## config.mk

```make
export PLATFORM = sky130hd
export DESIGN_NAME = chaotic_iter_scheduler
export DESIGN_NICKNAME = d
export VERILOG_FILES = /design/src/rtl/chaotic_iter_scheduler.sv
export SDC_FILE = /design/constraint.sdc
export NUM_CORES = 1
export LEC_CHECK = 0
export ABC_AREA = 1
export CAP_MARGIN = 30
export CORE_MARGIN = 1.5
export CORE_UTILIZATION = 45
export CTS_BUF_LIST = sky130_fd_sc_hd__clkbuf_2 sky130_fd_sc_hd__clkbuf_4 sky130_fd_sc_hd__clkbuf_8
export CTS_CLUSTER_DIAMETER = 150
export CTS_CLUSTER_SIZE = 25
export DETAILED_ROUTE_END_ITERATION = 8
export PLACE_DENSITY_LB_ADDON = 0.25
export SETUP_SLACK_MARGIN = 0.3
export SKIP_LAST_GASP = 1
export SLEW_MARGIN = 20
export SYNTH_ARGS = -nofsm -noshare
export SYNTH_HDL_FRONTEND = slang
export SYNTH_SLANG_ARGS = --single-unit
```

## constraint.sdc

```tcl
create_clock -name clk -period 2.6 [get_ports clk]
set_clock_uncertainty 0.1 [all_clocks]
set_input_delay 0.39 -clock clk [delete_from_list [all_inputs] [get_ports clk]]
set_output_delay 0.39 -clock clk [all_outputs]
set_load 0.02 [all_outputs]
```

## src/rtl/chaotic_iter_scheduler.sv

```systemverilog
// rtl/chaotic_iter_scheduler.sv - round-robin step sequencer for the shared chaotic iteration engine
//
// Issues one engine step at a time over the enabled systems in ascending
// index order, waits for the matching completion, counts completed rounds
// and ends the run on a round target, a stop request or an engine timeout.
//
// Ports:
//   clk, rst_n             clock, asynchronous active-low reset
//   start, stop            run control pulses
//   iter_target            rounds to run (0 = run until stop)
//   sys_mask               enabled systems, sampled at start
//   eng_ready              engine accepts a step
//   eng_start/eng_sys/eng_init  step request, system index, use-initial-value flag
//   eng_done/eng_done_sys  engine completion and its system index
//   busy, done             run in progress, one-cycle end-of-run pulse
//   round_cnt              completed rounds of current/last run
//   err_seq, err_timeout   sticky error flags, cleared at start
module chaotic_iter_scheduler #(
    parameter int NUM_SYS = 6,
    parameter int IDX_W   = 8,
    parameter int ITER_W  = 32,
    parameter int TIMEOUT = 1023
) (
    input  logic              clk,
    input  logic              rst_n,
    input  logic              start,
    input  logic              stop,
    input  logic [ITER_W-1:0] iter_target,
    input  logic [NUM_SYS-1:0] sys_mask,
    input  logic              eng_ready,
    output logic              eng_start,
    output logic [IDX_W-1:0]  eng_sys,
    output logic              eng_init,
    input  logic              eng_done,
    input  logic [IDX_W-1:0]  eng_done_sys,
    output logic              busy,
    output logic              done,
    output logic [ITER_W-1:0] round_cnt,
    output logic              err_seq,
    output logic              err_timeout
);

    localparam int WAIT_W = $clog2(TIMEOUT + 1);

    typedef enum logic [2:0] {
        S_IDLE    = 3'd0,
        S_ISSUE   = 3'd1,
        S_WAIT    = 3'd2,
        S_ADVANCE = 3'd3,
        S_FINISH  = 3'd4
    } state_t;

    state_t              state_q;
    logic [NUM_SYS-1:0]  mask_q;
    logic [ITER_W-1:0]   target_q;
    logic [IDX_W-1:0]    cur_q;
    logic [ITER_W-1:0]   round_q;
    logic [WAIT_W-1:0]   wait_q;
    logic                stop_pend_q;
    logic                busy_q;
    logic                done_q;
    logic                eng_start_q;
    logic [IDX_W-1:0]    eng_sys_q;
    logic                eng_init_q;
    logic                err_seq_q;
    logic                err_to_q;

    logic [IDX_W-1:0]    start_low_d;
    logic [IDX_W-1:0]    nxt_sys_d;
    logic                nxt_found_d;
    logic [ITER_W-1:0]   round_nxt_d;
    logic                stop_now_d;
    logic                hit_target_d;

    function automatic logic [IDX_W-1:0] lowest_set(input logic [NUM_SYS-1:0] m);
        lowest_set = '0;
        for (int i = NUM_SYS - 1; i >= 0; i--) begin
            if (m[i]) lowest_set = IDX_W'(i);
        end
    endfunction

    // Next enabled system above cur; falling off the top wraps to the lowest
    // enabled system and closes a round.
    always_comb begin
        start_low_d = lowest_set(sys_mask);
        nxt_found_d = 1'b0;
        nxt_sys_d   = lowest_set(mask_q);
        for (int i = NUM_SYS - 1; i >= 0; i--) begin
            if (mask_q[i] && (IDX_W'(i) > cur_q)) begin
                nxt_found_d = 1'b1;
                nxt_sys_d   = IDX_W'(i);
            end
        end
        round_nxt_d  = nxt_found_d ? round_q : round_q + 1'b1;
        stop_now_d   = stop_pend_q | stop;
        hit_target_d = (target_q != '0) && (round_nxt_d == target_q);
    end

    always_ff @(posedge clk or negedge rst_n) begin
        if (!rst_n) begin
            state_q     <= S_IDLE;
            mask_q      <= '0;
            target_q    <= '0;
            cur_q       <= '0;
            round_q     <= '0;
            wait_q      <= '0;
            stop_pend_q <= 1'b0;
            busy_q      <= 1'b0;
            done_q      <= 1'b0;
            eng_start_q <= 1'b0;
            eng_sys_q   <= '0;
            eng_init_q  <= 1'b0;
            err_seq_q   <= 1'b0;
            err_to_q    <= 1'b0;
        end else begin
            done_q <= 1'b0;
            // A completion the scheduler is not waiting for is flagged and dropped.
            if (eng_done && (state_q != S_WAIT)) err_seq_q <= 1'b1;
            if (stop && (state_q != S_IDLE)) stop_pend_q <= 1'b1;

            case (state_q)
                S_IDLE: begin
                    if (start) begin
                        mask_q      <= sys_mask;
                        target_q    <= iter_target;
                        round_q     <= '0;
                        err_seq_q   <= 1'b0;
                        err_to_q    <= 1'b0;
                        busy_q      <= 1'b1;
                        stop_pend_q <= stop;
                        if (sys_mask == '0) begin
                            state_q <= S_FINISH;
                        end else begin
                            cur_q       <= start_low_d;
                            eng_start_q <= 1'b1;
                            eng_sys_q   <= start_low_d;
                            eng_init_q  <= 1'b1;
                            state_q     <= S_ISSUE;
                        end
                    end
                end
                S_ISSUE: begin
                    if (eng_ready) begin
                        eng_start_q <= 1'b0;
                        wait_q      <= '0;
                        state_q     <= S_WAIT;
                    end
                end
                S_WAIT: begin
                    if (eng_done) begin
                        if (eng_done_sys != cur_q) err_seq_q <= 1'b1;
                        state_q <= S_ADVANCE;
                    end else if (wait_q == WAIT_W'(TIMEOUT)) begin
                        err_to_q <= 1'b1;
                        state_q  <= S_FINISH;
                    end else begin
                        wait_q <= wait_q + 1'b1;
                    end
                end
                S_ADVANCE: begin
                    cur_q   <= nxt_sys_d;
                    round_q <= round_nxt_d;
                    if (stop_now_d || hit_target_d) begin
                        state_q <= S_FINISH;
                    end else begin
                        eng_start_q <= 1'b1;
                        eng_sys_q   <= nxt_sys_d;
                        eng_init_q  <= (round_nxt_d == '0);
                        state_q     <= S_ISSUE;
                    end
                end
                S_FINISH: begin
                    done_q      <= 1'b1;
                    busy_q      <= 1'b0;
                    stop_pend_q <= 1'b0;
                    state_q     <= S_IDLE;
                end
                default: state_q <= S_IDLE;
            endcase
        end
    end

    assign eng_start   = eng_start_q;
    assign eng_sys     = eng_sys_q;
    assign eng_init    = eng_init_q;
    assign busy        = busy_q;
    assign done        = done_q;
    assign round_cnt   = round_q;
    assign err_seq     = err_seq_q;
    assign err_timeout = err_to_q;

endmodule
```

==> impl_metrics.csv <==
group,metric,value,unit
status,outcome,"finished with violations",
status,violations,"negative setup slack",
routing,drc,0,
floorplanning,core_area,0.0132,mm²
critical_path,crit_slowest_cell,"dfrtp_1",
critical_path,max_stage_delay,0.42,ns
routing,wl,19700,µm
finish,area_growth,42.7,%
finish,layout-drive-gt1-share,0.214,
finish,regArea,0.00241,mm²
timing,fin_hold_ws,0.402,ns
timing,rsz0062_at_grt,"yes",
critical_path,arrival,2.99,ns
timing,finalHoldViolations,0,
power,power_density,1050,mW/mm²
floorplanning,die_h,119,µm
synth,ys_warn_count,0,
floorplanning,initial_core_util,0.461,
critical_path,crit_fanout,7,
placed_design,dp_hpwl,14200,µm
critical_path,path_common_cell,"nand2_2",
global_route,grt_max_degree,57,
clocking,cts_tree,"done",
placed_design,port_buffers,92,
global_route,grtUsageTotal,0.273,
synth,synth-seq-cells,96,
critical_path,crit_chain,"inv_2 > nand2_2 > nand2_2 > nand2_2 > nand2_4 > nor2_8 > buf_4 > o21ai_0 > nand3_1 > nand2_1 > nor2_1 > nand2_1 > nor2_2 > nand3_2 > o21bai_4 > nand2_4 > nand3_4 > nand2_2 > nand2_1",
power,finalPower,9.17,mW
synth,syn_inst,918,
power,ir_worst_vdd,0.000629,V
routing,routedWlPerCell,15.2,µm
global_route,antenna_found_initial,0,
global_route,overflow,0,
timing,slew_violations,0,
timing,setup_viol,7,
placed_design,finalWeightedCongestion,1.01,
placed_design,dp.cells,1247,
clocking,cts_buffers,9,
clocking,cts_root_buf,"clkbuf_8",
clocking,clock_path_buffers,2,
critical_path,required,2.84,ns
clocking,clkSinkCount,96,
synth,syn-cell-area,0.00611,mm²
timing,max_freq,365,MHz
finish,n_fill_cell,1201,
synth,yosysMostFrequentCell,"nand2_1",
clocking,h-tree-depth,3,
timing,worstMarginPinSlew,0.888,ns
synth,seq_area_frac_synth,0.393,
floorplanning,die-area,0.0143,mm²
synth,ys_types,42,
routing,viasPerCell,5.31,
hold_path,holdCritPathClass,"input port to async pin",
timing,period_share,1.05,
routing,vias,6881,
finish,multi_input_area,0.00355,mm²
routing,final_antenna_net_count,0,
synth,async_reset_ff_frac,1.00,
synth,synth-edff-count,0,
power,leakage,4.04,nW
floorplanning,die_w,119,µm
critical_path,critPathKind,"flop to flop",
finish,fin_area,0.00871,mm²
synth,synth_ff_type,"dfrtp_1",
timing,period_minus_slack,2.74,ns
routing,drt_pass1_iterations,5,
job,cap_violations,0,
finish,diodes,0,
floorplanning,io_pins,98,
timing,fin_ws,-0.141,ns
synth,synth_area_per_cell,6.65,µm²
synth,synth_common_cells,"nand2_1 (346), nor2_1 (105), inv_1 (97)",
timing,relSlewSlack,0.404,
floorplanning,rows,42,
routing,drt_iter0_markers,645,
critical_path,end_kind,"flop",
finish,fin_nets,1170,
clocking,clk_latency,0.40,ns
critical_path,critPathLaunchType,"flop",
finish,fin_util,0.658,
placed_design,dpl_cell_area,0.00782,mm²
synth,yosysTopAreaCellShare,0.393,
synth,yosys-top-cells-area,"dfrtp_1 (39%), nand2_1 (21%), nor2_1 (6.5%)",
clocking,path_clk_slew,0.10,ns
global_route,grt_pass1_vias,6418,
finish,final_cells,1297,
global_route,grt_pass1_wl,30800,µm
synth,synth_top_area_cell,"dfrtp_1",
## area by class of cell
type | instances | area share
sequential | 96 | 0.276
multi-input combinational | 699 | 0.407
timing repair buffer | 209 | 0.225
clock buffer | 10 | 0.0151
tap | 176 | 0.0253
clock inverter | 6 | 0.00804
inverter | 101 | 0.0435
## cells in the final DEF, fill, tap and decap left out, drive strengths merged
cell and n:
a211oi 2, a21boi 1, a21oi 15, a31oi 1, a32o 1, a41oi 1
and2 1, and3 1, buf 113, bufinv 1, clkbuf 14, clkdlybuf4s50 91
clkinv 5, conb 5, dfrtp 96, dlygate4sd3 1, ha 2, inv 101
nand2 352, nand3 54, nand3b 13, nand4 26, nor2 111, nor3 16
nor3b 2, nor4 3, o2111ai 1, o211ai 1, o21ai 48, o21bai 1
o22ai 33, o31ai 1, xnor2 1, xor2 6
## per-stage QoR
step           TNS, ns  setup slack, ns
2_1_floorplan        0            0.305
3_3_place_gp    -0.889           -0.146
3_5_place_dp     -1.02           -0.172
4_1_cts              0          0.00834
5_1_grt          -1.74           -0.265
6_report        -0.868           -0.141
## flip-flops by register name, summed over array words and instances (netlist names)
register and count:
busy 1, cur_q 3, done 1, eng_init 1
eng_start 1, eng_sys 3, err_seq 1, err_timeout 1
mask_q 6, round_cnt 32, state_q 3, stop_pend_q 1
target_q 32, wait_q 10
## logic make-up (layout without fill, tap and decap cells)
kind of cell,count (synthesis),in the layout,share of synthesized area
xor gates and xnor gates,7,7,0.0100
adders and majority gates,2,2,0.00410
and+or+nand+nor,579,579,0.406
DFF,96,96,0.393
other,1,5,0.000614
buffers and inverters,127,326,0.0865
AOI/OAI and AO/OA,106,106,0.0990
## report_power, final
part,total [mW],internal [mW],switching [mW]
logic,5.68,2.50,3.19
registers,2.45,1.97,0.480
clock network,1.03,0.462,0.570
total,9.17,4.93,4.24
## path summary, 6_finish.rpt
| kind | start | to | slack (ns) | cells after the start |
|---|---|---|---|---|
| worst min register to register | busy | busy | 0.42 | 2 |
| worst max register to register | cur_q[1] | eng_sys[1] | -0.14 | 19 |
| max in group asynchronous | rst_n | wait_q[2] | 1.30 | 3 |
| worst max-delay path | cur_q[1] | eng_sys[1] | -0.14 | 19 |
| worst min-delay path | rst_n | target_q[4] | 0.40 | 2 |
| min in group clk | busy | busy | 0.42 | 2 |
## worst max-delay path: cells and delay by family (launching register included)
family	cells	cell delay, ns
AO/OA/AOI/OAI	2	0.31
flip-flops	1	0.42
buffers and inverters	2	0.27
AND/OR/NAND/NOR	15	1.57
## repair_timing
| item | 4_1_cts | 5_1_grt |
|---|---|---|
| endpoints found under the hold margin | 40 | 0 |
| resized for setup | 31 | 68 |
| gates cloned | 1 | 4 |
| endpoints found under the setup margin | 11 | 13 |
| pin swaps | 14 | 35 |
| buffers inserted | 10 | 18 |
| hold buffers | 1 | 0 |
## routing by layer
| layer | track usage | wire length, µm | vias to the layer above | part of all wire |
|---|---|---|---|---|
| met3 | 0.0714 | 1570 | 52 | 0.080 |
| met4 | 0.0960 | 623 | 0 | 0.032 |
| met1 | 0.358 | 8360 | 3176 | 0.42 |
| met2 | 0.439 | 9140 | 293 | 0.46 |
| li1 | - | - | 3360 | - |
| met5 | 0 | 0 | - | 0 |
Power figures use the tool's default switching activity.
